--- src/rtl/alu_sequencer.sv ---
// alu_sequencer: multi-cycle controller for the 8-bit ALU. It accepts one op at a time,
// runs POW as a square-and-multiply loop, and holds the result until a consumer takes it.
module alu_sequencer #(
    parameter int WIDTH = 8
) (
    input  logic             clk,
    input  logic             rst,
    input  logic             start_valid,
    output logic             start_ready,
    input  logic [2:0]       op,
    input  logic [WIDTH-1:0] a,
    input  logic [WIDTH-1:0] b,
    output logic             res_valid,
    input  logic             res_ready,
    output logic [WIDTH-1:0] result,
    output logic             overflow,
    output logic             busy
);
    typedef enum logic [1:0] {IDLE, EXEC, POW, DONE} state_t;
    state_t state, state_nx;
    logic [2:0] op_r;
    logic [WIDTH-1:0] a_r, b_r, acc, base, e, e_nx, acc_nx, alu_res;
    logic base_ovf, pow_ovf, alu_ovf, step_ovf;
    logic [WIDTH:0] sum, diff;
    logic [2*WIDTH-1:0] prod, sq, pr;
    assign sum  = {1'b0, a_r} + {1'b0, b_r};
    assign diff = {1'b0, a_r} - {1'b0, b_r};
    assign prod = {{WIDTH{1'b0}}, a_r} * {{WIDTH{1'b0}}, b_r};
    assign sq   = {{WIDTH{1'b0}}, base} * {{WIDTH{1'b0}}, base};
    assign pr   = {{WIDTH{1'b0}}, acc} * {{WIDTH{1'b0}}, base};
    assign e_nx = e >> 1;
    assign acc_nx = e[0] ? pr[WIDTH-1:0] : acc;
    assign step_ovf = e[0] && acc != '0 && (base_ovf || pr[2*WIDTH-1:WIDTH] != '0);
    assign start_ready = state == IDLE;
    assign res_valid = state == DONE;
    assign busy = state != IDLE;
    always_comb begin
        alu_res = a_r;
        alu_ovf = 1'b0;
        case (op_r)
            3'd0: begin alu_res = sum[WIDTH-1:0]; alu_ovf = sum[WIDTH]; end
            3'd1: begin alu_res = diff[WIDTH-1:0]; alu_ovf = diff[WIDTH]; end
            3'd2: alu_res = a_r & b_r;
            3'd3: alu_res = a_r | b_r;
            3'd4: alu_res = a_r ^ b_r;
            3'd5: begin alu_res = prod[WIDTH-1:0]; alu_ovf = prod[2*WIDTH-1:WIDTH] != '0; end
            3'd6: alu_res = WIDTH'(1);
            default: ;
        endcase
    end
    always_comb begin
        state_nx = state;
        case (state)
            IDLE: state_nx = start_valid ? EXEC : IDLE;
            EXEC: state_nx = POW;
            POW:  state_nx = e_nx == '0 ? DONE : POW;
            DONE: state_nx = res_ready ? IDLE : DONE;
        endcase
    end
    always_ff @(posedge clk or posedge rst) begin
        if (rst) state <= IDLE;
        else state <= state_nx;
    end
    // Every op passes through POW; non-POW ops and b=0 load e=0 so the loop
    // retires after one pass with acc already holding the answer.
    always_ff @(posedge clk or posedge rst) begin
        if (rst) begin
            op_r <= '0;
            a_r <= '0;
            b_r <= '0;
            acc <= '0;
            base <= '0;
            e <= '0;
            base_ovf <= 1'b0;
            pow_ovf <= 1'b0;
            result <= '0;
            overflow <= 1'b0;
        end else begin
            case (state)
                IDLE: if (start_valid) begin
                    op_r <= op;
                    a_r <= a;
                    b_r <= b;
                end
                EXEC: begin
                    acc <= alu_res;
                    base <= a_r;
                    e <= op_r == 3'd6 ? b_r : '0;
                    base_ovf <= 1'b0;
                    pow_ovf <= alu_ovf;
                end
                POW: begin
                    acc <= acc_nx;
                    base <= sq[WIDTH-1:0];
                    e <= e_nx;
                    base_ovf <= base_ovf | (sq[2*WIDTH-1:WIDTH] != '0 && e_nx != '0);
                    pow_ovf <= pow_ovf | step_ovf;
                    if (e_nx == '0) begin
                        result <= acc_nx;
                        overflow <= pow_ovf | step_ovf;
                    end
                end
                default: ;
            endcase
        end
    end
endmodule

--- config.mk ---
export PLATFORM = sky130hd
export DESIGN_NAME = alu_sequencer
export DESIGN_NICKNAME = d
export VERILOG_FILES = /design/src/rtl/alu_sequencer.sv
export SDC_FILE = /design/constraint.sdc
export NUM_CORES = 1
export LEC_CHECK = 0
export BUFFER_PORTS_ARGS = -buffer_cell sky130_fd_sc_hd__buf_2
export CAP_MARGIN = 15
export CORE_MARGIN = 10
export CORE_UTILIZATION = 40
export DETAILED_ROUTE_END_ITERATION = 8
export PLACE_DENSITY = 0.62
export RECOVER_POWER = 100
export SYNTH_ARGS = -nofsm -noshare
export SYNTH_HDL_FRONTEND = slang
export SYNTH_SLANG_ARGS = --single-unit
--- constraint.sdc ---
create_clock -name clk -period 11.4 [get_ports clk]
set_clock_uncertainty 0.05 [all_clocks]
set_input_delay 0 -clock clk [delete_from_list [all_inputs] [get_ports clk]]
set_output_delay 0 -clock clk [all_outputs]
set_load 0.01 [all_outputs]
==> results of run 1 <==
[sequential cells by signal (all words and copies together), names as in the netlist]
signal    flops
a_r           8
acc           8
b_r           8
base          8
base_ovf      1
e             8
op_r          3
overflow      1
pow_ovf       1
result        8
state         2
[worst register-to-register path, stage by stage (launching register included)]
cell	delay (ns)
dfrtp_1	0.64
ha_1	0.33
inv_1	0.10
fa_1	0.47
fa_1	0.61
fa_1	0.44
fa_1	0.49
inv_1	0.04
ha_1	0.38
o21ai_0	0.14
nor4b_1	0.54
o21ai_1	0.18
a21boi_0	0.24
o2111ai_1	0.17
o21ai_1	0.19
a41oi_1	0.13
[cells in the mapped netlist (4+ instances only)]
cell type | n | area (um2)
clkbuf_1 | 34 | 128
o21ai_0 | 63 | 315
xor2_1 | 4 | 35.0
buf_2 | 5 | 25.0
nand3_1 | 15 | 75.1
mux2i_1 | 11 | 110
a211oi_1 | 11 | 82.6
buf_1 | 4 | 15.0
dfrtp_1 | 56 | 1400
o21bai_1 | 9 | 67.6
nor4_1 | 6 | 37.5
a21oi_1 | 44 | 220
a21o_1 | 16 | 120
and2_1 | 47 | 294
a31oi_1 | 8 | 50.1
fa_1 | 100 | 2000
o21ai_1 | 7 | 35.0
o211ai_1 | 4 | 30.0
mux2_2 | 23 | 259
ha_1 | 127 | 1590
nor2b_1 | 11 | 68.8
inv_1 | 182 | 683
nor2_1 | 105 | 394
a221oi_1 | 12 | 105
nand2_1 | 102 | 383
nor3_1 | 13 | 65.1
xnor2_1 | 20 | 175
and3_1 | 5 | 31.3
[cell type report]
| cell class | instances | share of cell area, % |
|---|---|---|
| multi-input combinational | 841 | 70.5 |
| sequential | 56 | 13.7 |
| inverter | 185 | 6.77 |
| tap | 319 | 3.89 |
| timing repair buffer | 59 | 3.73 |
| clock buffer | 5 | 1.22 |
| clock inverter | 3 | 0.232 |
[final timing paths]
path	start	end	slack, ns	depth (start not counted)
hold reg to reg	result[5]	result[5]	0.43	2
hold / removal	a[2]	a_r[2]	0.41	3
setup reg to reg	a_r[4]	pow_ovf	6.13	15
max in group asynchronous	rst	result[5]	8.23	4
setup / recovery	a_r[4]	pow_ovf	6.13	15
min in group asynchronous	rst	b_r[5]	1.34	4
[cells by family after synthesis]
kind of cell	synth area share (%)
muxes	3.88
other	0.0395
AOI/OAI and AO/OA	16.0
adders and majority gates	37.8
DFF	14.7
xor gates and xnor gates	2.21
and+or+nand+nor	16.2
buffers and inverters	9.19
[repair_timing]
action                                 CTS  global route
setup endpoints to repair                0             0
setup buffers                            0             0
endpoints found under the hold margin   76             0
hold buffers                            21             0
[metrics by stage]
step           area (um2)  utilization [%]  std cells  worst slack [ns]  hold WS (ns)
2_1_floorplan        9510                -       1126              6.76         0.101
3_3_place_gp         9930             42.4       1439              6.39         0.184
3_5_place_dp         9930             42.4       1439              6.36         0.186
4_1_cts             10300             44.0       1468              6.32         0.405
5_1_grt             10300             43.8       1468              5.80         0.422
6_report            10300             43.8       1468              6.13         0.411
[metal layers]
layer | routed length (um) | vias up | track usage [%]
met2 | 11700 | 209 | 26.7
li1 | - | 3775 | -
met3 | 1040 | 34 | 1.63
met1 | 11000 | 3781 | 21.8
met4 | 451 | 2 | 3.53
met5 | 13 | - | 0
==> results_dict.tcl, run 1 <==
set metrics [dict create \
    status "finished, violations left" \
    failed_checks "capacitance limit, slew limit" \
    ys_ff_latch 56 \
    dp_hpwl_um 19300 \
    cts_tree "done" \
    syn-cell-area_mm2 0.00951 \
    yosysWarnings 0 \
    fmax_ghz 0.190 \
    wl_per_cell_um 16.5 \
    rows 56 \
    rsz0062_at_grt "no" \
    grt_usage_pct 16.0 \
    grt_pass1_vias 7882 \
    crit_path_end_kind "flip-flop" \
    required_ns 11.51 \
    initial_core_util_pct 40.6 \
    grt_pass1_wl_um 40900 \
    drc 0 \
    drv_cap 1 \
    cp_data_arrival_time_ns 5.38 \
    die-area_mm2 0.0303 \
    crit_path_frequent_cell "fa_1" \
    hold_viol 0 \
    routed_wl_um 24200 \
    yosysUniqueCellTypes 77 \
    viasPerCell 5.31 \
    drt_iter0_drc 694 \
    fill_cells 2429 \
    area.growth.synth_to_final_pct 7.86 \
    period_minus_slack_ns 5.27 \
    diodes 0 \
    final_antenna_net_count 0 \
    io_buffers 34 \
    path_cells "ha_1 -> inv_1 -> fa_1 -> fa_1 -> fa_1 -> fa_1 -> inv_1 -> ha_1 -> o21ai_0 -> nor4b_1 -> o21ai_1 -> a21boi_0 -> o2111ai_1 -> o21ai_1 -> a41oi_1" \
    drive_gt1_share_pct 5.66 \
    startpoint_type "flip-flop" \
    synth-edff-count 0 \
    fin_setup_tns_ns 0 \
    worst_pin_slew_ns 3.05 \
    coreArea_mm2 0.0234 \
    synth_cells 1125 \
    ios 35 \
    root_buffer "clkbuf_16" \
    path_clk_slew_ns 0.08 \
    slew_violations 57 \
    relSlewSlack_pct -103 \
    worstSkewPairLatency_ns 0.30 \
    cts_made_buffers 5 \
    critPathMaxFanout 8 \
    clock_sinks 56 \
    cts_buffer_depth 2 \
    multi_input_area_mm2 0.00723 \
    grt_antenna_before_repair 1 \
    syn_area_per_cell_um2 8.45 \
    min_path_type "in -> reg" \
    async_flop_share_pct 100 \
    die_w_um 174 \
    place_congestion 0.939 \
    cp_top_family "adder cells" \
    grt_max_degree 57 \
    synthFlopType "dfrtp_1" \
    grt.overflow.total 0 \
    crit_buf_inv 2 \
    final_common_cell "inv_1" \
    ff_latch_area_mm2 0.00140 \
    final_net_count 1398 \
    cp_slowest_stage_delay_ns 0.64 \
    yosysSeqAreaShare_pct 14.7 \
    cts_resized 0 \
    cts_max_level 2 \
    timing.final.crit_share_pct 46.2 \
    die-height_um 174 \
    final_cell_mix "182 x inv_1, 127 x ha_1, 105 x nor2_1, 103 x nand2_1, 100 x fa_1" \
    first_pass_iters 9 \
    vias 7801 \
    critPathKind "reg -> reg" \
    slowest_stage "dfrtp_1" \
    setup_viol_count_final 0 \
]
Power of run 1 is left out: the tool's default activity adds up to more than one toggle a clock period on the data nets, which glitch-free logic cannot reach.
==> run 2, diff against run 1 <==
- clock period: 11.4 -> 5.1 ns (I/O delays scaled with it)
==> run 2 against run 1 <==
Against the previous run:
- the flow still finishes with violations (capacitance limit, slew limit)
- first-iteration DRC count fell by 33%
- worst setup slack got worse by 5.8 ns
- final area rose by 1.6%
- critical path depth rose by 2
- register-to-register slack got worse by 5.8 ns
- core utilization rose by 0.70 points
- non-clock buffer count rose by 21
- die area did not move
- fmax rose by 9.9%
- worst hold slack got worse by 0.018 ns
- routed wire length rose by 1.8%
- sequential share of layout area fell by 0.20 points
- critical path type unchanged
==> results_dict.tcl, run 2 (synthesis gave the netlist of run 1 again) <==
set metrics [dict create \
    dp_hpwl_um 20100 \
    min_path_type "in -> reg" \
    cp_slowest_stage_delay_ns 0.55 \
    grt_usage_pct 16.3 \
    path_cells "ha_1 -> inv_1 -> fa_1 -> inv_1 -> fa_1 -> fa_1 -> inv_1 -> fa_1 -> inv_1 -> ha_1 -> a21o_1 -> a221oi_1 -> o21ai_0 -> o31ai_1 -> o2111ai_1 -> o21ai_1 -> a41oi_1" \
    slowest_stage "dfrtp_1" \
    die_w_um 174 \
    cts_tree "done" \
    grt_pass1_vias 8059 \
    ios 35 \
    final_cell_mix "180 x inv_1, 127 x ha_1, 105 x nor2_1, 103 x nand2_1, 100 x fa_1" \
    cts_made_buffers 5 \
    startpoint_type "flip-flop" \
    status "finished, violations left" \
    final_antenna_net_count 0 \
    worst_pin_slew_ns 3.12 \
    vias 7858 \
    root_buffer "clkbuf_16" \
    ff_latch_area_mm2 0.00140 \
    path_clk_slew_ns 0.08 \
    final_common_cell "inv_1" \
    required_ns 5.22 \
    final_net_count 1419 \
    cp_data_arrival_time_ns 4.91 \
    grt_pass1_wl_um 41400 \
    fill_cells 2397 \
    drt_iter0_drc 466 \
    critPathKind "reg -> reg" \
    routed_wl_um 24600 \
    critical_path_cell_count 17 \
    viasPerCell 5.28 \
    drv_cap 1 \
    slew_violations 57 \
    clock_sinks 56 \
    multi_input_area_mm2 0.00723 \
    hold_path_depth 3 \
    grt_antenna_before_repair 0 \
    place_congestion 0.914 \
    wl_per_cell_um 16.6 \
    worstSkewPairLatency_ns 0.31 \
    grt.overflow.total 0 \
    fmax_ghz 0.209 \
    coreArea_mm2 0.0234 \
    cts_buffer_depth 2 \
    area.growth.synth_to_final_pct 9.58 \
    crit_path_end_kind "flip-flop" \
    timing.final.crit_share_pct 94.0 \
    rsz0062_at_grt "no" \
    crit_buf_inv 4 \
    hold_viol 0 \
    reg2reg_depth 17 \
    die-area_mm2 0.0303 \
    postCtsSetupRepairBufs 0 \
    r2r_setup_slack_ns 0.30 \
    critPathMaxFanout 8 \
    io_buffers 34 \
    period_minus_slack_ns 4.80 \
    failed_checks "capacitance limit, slew limit" \
    drc 0 \
    grt_max_degree 57 \
    diodes 0 \
    rows 56 \
    setup_viol_count_final 0 \
    fin_setup_tns_ns 0 \
    die-height_um 174 \
    initial_core_util_pct 40.6 \
    first_pass_iters 5 \
    relSlewSlack_pct -108 \
    cts_max_level 2 \
    drive_gt1_share_pct 7.69 \
    cp_top_family "adder cells" \
]
## run 2: cell count changes in the layout (fill, tap and decap cells not counted), sizes merged
cell      change
buf          +21
clkinv        -2
clkinvlp      -1
inv           +3
## run 2: metrics by stage
stage / util [%] / cell area (um2) / setup slack, ns / std cells / hold WS (ns)
finish: 44.5 / 10400 / 0.305 / 1489 / 0.393
global route: 44.5 / 10400 / 0.0182 / 1489 / 0.415
CTS: 44.6 / 10400 / 0.176 / 1489 / 0.399
detailed placement: 43.1 / 10100 / 0.238 / 1460 / 0.185
global placement: 43.1 / 10100 / 0.213 / 1460 / 0.183
floorplan: - / 9510 / 0.455 / 1126 / 0.101
## run 2: per-layer routing
metal  global-route usage [%]  share of wire (%)  vias to the layer above
met2                     28.6                 50                      178
li1                         -                  -                     3823
met3                     2.02                3.9                       22
met1                     21.2                 45                     3835
met5                        0                  0                        -
met4                     2.78                1.0                        0
## run 2: repair_timing
item | in CTS | in global routing
setup endpoints to repair | 0 | 1
gates resized for setup | 0 | 6
hold endpoints to repair | 76 | 0
hold buffers | 21 | 0
## run 2: final timing paths
kind | to | start
hold / removal | op_r[1] | op[1]
max in group asynchronous | a_r[4] | rst
setup / recovery | pow_ovf | a_r[3]
setup reg to reg | pow_ovf | a_r[3]
hold reg to reg | result[1] | result[1]
min in group asynchronous | b_r[1] | rst
## run 2: tightest hold or removal path, stage by stage
cell and delay [ns]:
dlygate4sd3_1 0.51, buf_2 0.09, mux2_2 0.12
## run 2: cell type report
cell class | instances | share of cell area (%)
multi-input combinational | 841 | 69.4
timing repair buffer | 80 | 5.17
clock inverter | 3 | 0.240
tap | 319 | 3.83
clock buffer | 5 | 1.20
inverter | 185 | 6.67
sequential | 56 | 13.5
Power of run 2 is left out for the same reason.
